$ cat config.mk
export PLATFORM = sky130hd
export DESIGN_NAME = mem_arbiter
export DESIGN_NICKNAME = d
export VERILOG_FILES = /design/src/rtl/mem_arbiter.sv
export SDC_FILE = /design/constraint.sdc
export NUM_CORES = 1
export LEC_CHECK = 0
export BUFFER_PORTS_ARGS = -buffer_cell sky130_fd_sc_hd__clkbuf_2
export CAP_MARGIN = 0
export CORE_AREA = 3 3 118 120
export DETAILED_ROUTE_END_ITERATION = 10
export DIE_AREA = 0 0 121 123
export GPL_TIMING_DRIVEN = 0
export PLACE_DENSITY = 0.81
export SLEW_MARGIN = 20
export SYNTH_ARGS = -nofsm -noshare
export SYNTH_HDL_FRONTEND = slang
export SYNTH_SLANG_ARGS = --single-unit
$ cat constraint.sdc
create_clock -name clk -period 3.87 [get_ports clk]
set_clock_uncertainty 0.2 [all_clocks]
set_input_delay 0.387 -clock clk [delete_from_list [all_inputs] [get_ports clk]]
set_output_delay 0.387 -clock clk [all_outputs]
set_load 0.05 [all_outputs]
$ cat src/rtl/mem_arbiter.sv
// Two-requester round-robin arbiter and sequencer for a single-port synchronous
// word memory. Serializes port 0 / port 1 transactions, drives the read strobe
// and write mask, waits out the read latency and returns registered read data
// with a one-cycle acknowledge.
module mem_arbiter #(
    parameter int ADDR_W  = 32,
    parameter int MEM_LAT = 1
) (
    input  logic              clk,
    input  logic              reset,
    input  logic              m0_req,
    input  logic              m0_we,
    input  logic [ADDR_W-1:0] m0_addr,
    input  logic [31:0]       m0_wdata,
    input  logic [3:0]        m0_wmask,
    output logic              m0_ack,
    output logic [31:0]       m0_rdata,
    input  logic              m1_req,
    input  logic              m1_we,
    input  logic [ADDR_W-1:0] m1_addr,
    input  logic [31:0]       m1_wdata,
    input  logic [3:0]        m1_wmask,
    output logic              m1_ack,
    output logic [31:0]       m1_rdata,
    output logic [ADDR_W-1:0] mem_addr,
    output logic              mem_rstrb,
    output logic [31:0]       mem_wdata,
    output logic [3:0]        mem_wmask,
    input  logic [31:0]       mem_rdata,
    output logic              busy,
    output logic              owner
);

    typedef enum logic [1:0] {
        IDLE,
        ACCESS,
        WAIT,
        DONE
    } state_t;

    // Wait counter is preloaded with MEM_LAT-1 so that WAIT lasts MEM_LAT cycles.
    localparam logic [1:0] CNT_INIT = 2'(MEM_LAT - 1);

    state_t      state;
    state_t      state_next;
    logic        we_q;
    logic [3:0]  mask_q;
    logic [1:0]  cnt;
    logic        grant_valid;
    logic        grant_port;

    // Round-robin choice: a lone request wins, a tie goes to the port that did not own last.
    always_comb begin
        grant_valid = m0_req | m1_req;
        grant_port  = m1_req;
        if (m0_req && m1_req) begin
            grant_port = ~owner;
        end
    end

    // Next-state and memory/acknowledge outputs, all decoded from the current state.
    always_comb begin
        state_next = state;
        mem_rstrb  = 1'b0;
        mem_wmask  = 4'b0000;
        m0_ack     = 1'b0;
        m1_ack     = 1'b0;
        busy       = (state != IDLE);
        case (state)
            IDLE: begin
                if (grant_valid) begin
                    state_next = ACCESS;
                end
            end
            ACCESS: begin
                if (we_q) begin
                    mem_wmask  = mask_q;
                    state_next = DONE;
                end else begin
                    mem_rstrb  = 1'b1;
                    state_next = WAIT;
                end
            end
            WAIT: begin
                if (cnt == 2'd0) begin
                    state_next = DONE;
                end
            end
            DONE: begin
                m0_ack     = ~owner;
                m1_ack     = owner;
                state_next = IDLE;
            end
            default: begin
                state_next = IDLE;
            end
        endcase
    end

    // State register; reset aborts any transaction in flight.
    always_ff @(posedge clk) begin
        if (!reset) begin
            state <= IDLE;
        end else begin
            state <= state_next;
        end
    end

    // Transaction latch, latency counter and per-port read data capture.
    always_ff @(posedge clk) begin
        if (!reset) begin
            owner     <= 1'b1;
            mem_addr  <= '0;
            mem_wdata <= '0;
            we_q      <= 1'b0;
            mask_q    <= 4'b0000;
            cnt       <= 2'd0;
            m0_rdata  <= '0;
            m1_rdata  <= '0;
        end else begin
            if (state == IDLE && grant_valid) begin
                owner     <= grant_port;
                mem_addr  <= grant_port ? m1_addr  : m0_addr;
                mem_wdata <= grant_port ? m1_wdata : m0_wdata;
                we_q      <= grant_port ? m1_we    : m0_we;
                mask_q    <= grant_port ? m1_wmask : m0_wmask;
            end
            if (state == ACCESS) begin
                cnt <= CNT_INIT;
            end
            if (state == WAIT) begin
                if (cnt == 2'd0) begin
                    if (owner) begin
                        m1_rdata <= mem_rdata;
                    end else begin
                        m0_rdata <= mem_rdata;
                    end
                end else begin
                    cnt <= cnt - 2'd1;
                end
            end
        end
    end

endmodule
==> Word level (Yosys, flattened, before mapping) <==
Index checks and enable logic that the tools add are counted.
{ "totals": {"regBits": 138, "out_inout_bits": 137, "word_cells": 43} }
{ "classes": {"add_sub_neg": 1, "n_eq_ne": 5, "mux": 18, "bitwise_logic": 2, "n_reduce_logical": 8} }
{ "op_table": {"columns": ["cell", "count"], "rows": [
  ["two-way mux 32 bit", 2],
  ["two-way mux 4 bit", 3],
  ["two-way mux 2 bit", 5],
  ["case mux 2 bit (4 select lines)", 1],
  ["two-way mux 1 bit", 7],
  ["AND reduction 3 bit", 2],
  ["equality test 2 bit, second input constant", 2],
  ["zero test 2 bit", 2],
  ["!= test 2 bit, second input constant", 2],
  ["equality test 2 x 1 -> 1 bit, second input constant", 1],
  ["logical AND 1 bit", 2],
  ["AND reduction 2 bit", 1],
  ["nonzero test 2 bit", 1],
  ["subtractor 2 x 1 -> 2 bit, second input constant", 1],
  ["inverter 1 bit", 1],
  ["OR 1 bit", 1]
]} }

==> Logic depth before layout (Yosys ltp) <==
{ "logic_depth": {"ltp_word": 4, "mapped_depth": 7, "depth_no_buf": 5} }

==> Worst setup path after synthesis <==
Ideal clock, no wire load.
{ "synth_path": {"kind": "flip-flop to output port", "start": "register state[1]", "end": "output mem_rstrb", "stages_incl_launch_ff": 4, "arrival_time_ns": 1.369, "path_slack_ns": 1.914, "n_path_buf": 0, "required_ns": 3.283, "cell_sequence": "dfxtp_1 -> inv_1 -> ha_1 -> nor2b_1"} }
{ "synth_via": {"elab_chain_len": 2} }
{ "synth_rtl": {"columns": ["item", "line_no", "source"], "rows": [
  ["start, declared", "44", "state_t state;"],
  ["start signal, assigned", "105", "state <= state_next;"],
  ["equality test 2 x 1 -> 1 bit", "69", "case (state)"],
  ["two-way mux 1 bit", "69", null],
  ["end, declared", "26", "output logic mem_rstrb,"]
]} }
No other way between the ends.

==> Worst setup path in the final report <==
{ "layout_path": {"start": "register state[0]", "end": "register mem_wdata[28]"} }
{ "layout_via": {"elab_chain_len": 2} }
{ "layout_rtl": {"columns": ["item", "line_no", "source"], "rows": [
  ["zero test 2 bit", "121", "if (state == IDLE && grant_valid) begin"],
  ["logical AND 1 bit", "121", null],
  ["end signal, assigned", "124", "mem_wdata <= grant_port ? m1_wdata : m0_wdata;"],
  ["end, declared", "27", "output logic [31:0] mem_wdata,"]
]} }
No other way between the ends.
A chain may end at the register's enable or synchronous reset.

==> results by stage <==
Timing:
- Setup repair after global routing left no endpoint under its margin.
- The max-slew violation count came to 0.
- The peak clock frequency supported by timing is 0.346 GHz.
- At the pin with the least slew margin, the transition time is 0.700 ns.
- The total count of hold-check failures in the final report came to 0.
- Measured against its own limit, the worst slew margin works out to 53.4%.
- The final critical path takes up between 70% and 80% of the cycle.
- The clock period minus final worst setup slack is around 2.9 ns.
- Setup violations remaining at the end of the flow were counted as 0.
- Setup slack closes at 0.981 ns.
- The total negative slack for setup checks is 0 ns.

Place:
- The wire-length estimate of the detail-placed layout is 15,100 um.
- The minimum setup slack after placement is 1.70 ns.
- The count of input and output buffers is about 300.
- The final weighted congestion of routability-driven global placement is 0.960.

Power and ir drop:
- The total power density per cell area is 738 nW/um^2.
- Across the VDD grid, the largest voltage drop is 0.000497 V.
- For this design the static power due to leakage is 0.00424 uW.
- Overall power consumption after layout is estimated at 6650 uW.

Logic synthesis:
- After synthesis the cells add up to 5710 um^2.
- The Yosys step of the flow raised 0 warnings.
- Synthesis instantiated 32 different standard cells from the library.
- Counting every instance in the synthesized netlist gives roughly 710.
- The mean post-synth cell area is 8.02 um^2.
- Sequential elements use 48.4% of the synthesized area.
- The synthesized design contains between 100 and 150 register bits.
- The number of nets produced by synthesis is 891.

Global route:
- The first global-routing pass estimated 35,100 um of wire.
- The initial antenna violation count was 0.
- The largest net degree at the start of global routing is 17.
- The overall global routing resource usage is 30.0%.
- For this run the aggregate overflow at the end of global routing stands at 0.
- The number of global-route vias before repair was 6,852.

Floorplanning:
- The initial utilization of the core area, before any placement, comes to 43.6%.
- The die is 123 um tall.
- The placeable core region is 13,100 um^2.
- After floorplanning, the core was divided into 42 placement rows.
- The die boundary width is roughly 120 um.
- The boundary pin count is between 300 and 400.
- The full die area is 14,900 um^2.

Layout:
- The library cells used most frequently in the layout, excluding fill and tap cells, are 309 x clkbuf_2, 206 x nand2_1, 138 x dfxtp_1.
- 0 antenna diodes ended up in the layout.
- The multi-input combinational cells in the finished layout cover a total of 2620 um^2.
- The share of post-route cells with drive strength above 1 is 35.2%.
- The library cell used most frequently in the layout, excluding fill and tap cells, is clkbuf_2.
- The number of nets in the final layout is 1,308.
- The area taken by flip-flops and latches is approximately 2800 um^2.
- The number of inserted filler cells in the final layout is 951.
- From synthesis to final layout, the design area changed by 58.0%.

Critical path:
- The delay contributed by the slowest stage of the critical path is around 0.61 ns.
- At the worst endpoint, the required time is 4.03 ns.
- The worst path buffer plus inverter count is 4.
- The maximum fanout encountered on the critical timing path is 10.
- The family of cells with the greatest summed delay on the critical path is buffers and inverters.
- The endpoint identified for the worst register-to-register timing path is mem_wdata[28].
- The master of the slowest instance on the critical path is dlygate4sd3_1.
- For the worst flop-to-flop path, the logic depth is 8.
- The register-to-register setup slack is 0.98 ns.
- The capturing element type of the critical path is a flip-flop.
- The arrival time of data at the critical path endpoint is slightly above 3 ns.
- STA classifies the critical path startpoint as a flip-flop.
- The category of the most critical setup path is reg -> reg.
- The critical register-to-register path startpoint is state[0].
- The critical path goes through inv_1 > ha_1 > o21a_1 > buf_2 > clkbuf_1 > o21ai_0 > a31oi_1 > dlygate4sd3_1.

Clock network:
- Hold repair after CTS inserted 89 buffers.
- After clock tree synthesis, the clock-pin slew on the worst setup and hold paths is 0.06 ns.
- The post-cts resize count is 0.
- The clock latency reported for the late side of the worst-skew pair is 0.42 ns.
- The CTS tree is built.
- The clock drives 138 sinks.
- The number of buffers created by CTS is 17.
- After clock tree synthesis, the setup repair step added 0 buffers.
- The number of buffers between clock root and the deepest sink is 2.
- The root cell of the clock tree is clkbuf_16.
- The total number of H-tree levels is 4.

Route:
- The number of design rule violations left after detail routing is 0.
- The total number of vias is around 7,000.
- In the final routed layout, each cell accounts on average for 17.3 um.
- The detail route stage leaves a number of antenna-violating nets equal to 0.
- After detailed routing, the total wire length is 22,800 um.
- The via density per instance is 5.41.
- The pre-antenna-repair detailed-routing pass consisted of 5 iterations.
- The violation count after the first detailed-routing iteration is 464.

Run status:
- The run finished with clean final reports.

Hold path:
- Along the worst hold path, the cell count comes to 3.
- The hold path endpoint is mem_addr[5].
- The worst hold path belongs to the class in -> reg.
- The startpoint of the tightest hold check path is m0_addr[5].

Run:
- Across the run, the number of max-cap violations was 0.
## Yosys cell counts
cell type	count	share of area [%]
nand2_1	206	14
dfxtp_1	138	48
o21ai_0	102	8.9
a31oi_1	69	7.6
nand3_1	55	4.8
clkbuf_1	42	2.8
o21ai_2	32	4.9
buf_2	10	0.88
nand3_2	9	1.6
buf_6	7	1.4
buf_1	6	0.39
and3_1	5	0.55
ha_1	5	1.1
nor2_1	4	0.26
inv_1	3	0.20
a21oi_1	2	0.18
nor2b_1	2	0.22
a211o_1	1	0.15
a21bo_2	1	0.18
a21boi_0	1	0.13
a21boi_2	1	0.20
a221oi_1	1	0.15
a22o_1	1	0.15
and2_1	1	0.11
buf_4	1	0.13
mux2i_1	1	0.18
nand3b_1	1	0.13
nor4bb_1	1	0.18
o21a_1	1	0.13
o221a_2	1	0.20
or2_2	1	0.11
or4b_1	1	0.18
## how the worst max path moves through the flow
| stage | from | cells after the start | slack, ns | end |
|---|---|---|---|---|
| floorplan | state[1] | 3 | 1.91 | mem_rstrb |
| global route | state[0] | 8 | 0.82 | mem_wdata[28] |
| detailed placement | state[0] | 6 | 1.70 | mem_addr[18] |
| CTS | state[0] | 7 | 1.15 | mem_addr[11] |
| global placement | state[0] | 6 | 1.75 | mem_addr[19] |
| finish | state[0] | 8 | 0.98 | mem_wdata[28] |
## cell type report
cell class              instances  area share [%]
multi-input cells             505            29.0
repair buffers                398            27.0
plain buffers                  66            3.51
clock buffers                  20            5.07
inverters                       3           0.125
flip-flops and latches        138            30.6
well taps                     176            2.44
clock inverters                11            2.15
## through the flow
| stage | hold slack, ns | instances | utilization (%) | instance area (um^2) |
|---|---|---|---|---|
| global route | 0.00897 | 1317 | 68.9 | 9010 |
| global placement | 0.246 | 1197 | 57.1 | 7470 |
| detailed placement | 0.250 | 1197 | 57.1 | 7470 |
| CTS | 0.000139 | 1317 | 68.9 | 9010 |
| finish | 0.0105 | 1317 | 68.9 | 9010 |
| floorplan | 0.244 | 712 | - | 5710 |
## registers in the layout, summed over array words and instances, names as in the netlist
register,cells
state,2
owner,1
m0_rdata,32
m1_rdata,32
cnt,2
mem_wdata,32
mask_q,4
mem_addr,32
we_q,1
## kinds of logic (layout without fill, tap and decap cells)
kind of cell / after synthesis / after routing / share of synthesized area [%]
flops: 138 / 138 / 48.4
buf+inv: 69 / 498 / 5.74
fa+ha+maj: 5 / 5 / 1.10
simple gates: 286 / 286 / 21.7
mux: 1 / 1 / 0.175
compound gates: 213 / 213 / 22.9
## where the power goes
| part | total [uW] | leakage, uW | internal [uW] | switching (uW) |
|---|---|---|---|---|
| clock network | 1790 | 0.000316 | 1170 | 612 |
| registers | 1970 | 0.00113 | 1760 | 207 |
| logic | 2890 | 0.00280 | 778 | 2120 |
| total | 6650 | 0.00424 | 3720 | 2930 |
## metal layers
metal / global-route usage (%) / share of wire, % / vias up
li1: - / - / 3303
met2: 51.6 / 49 / 436
met5: 0 / 0 / -
met4: 17.9 / 5.8 / 0
met1: 33.9 / 37 / 3285
met3: 7.14 / 8.3 / 99
## worst reg2reg max path, delay by kind of cell, from the launching register on
kind	cells	cell delay, ns
adders and majority gates	1	0.28
DFF	1	0.34
AOI/OAI and AO/OA	3	0.63
buffers and inverters	4	1.38
Power figures use the tool's default switching activity.
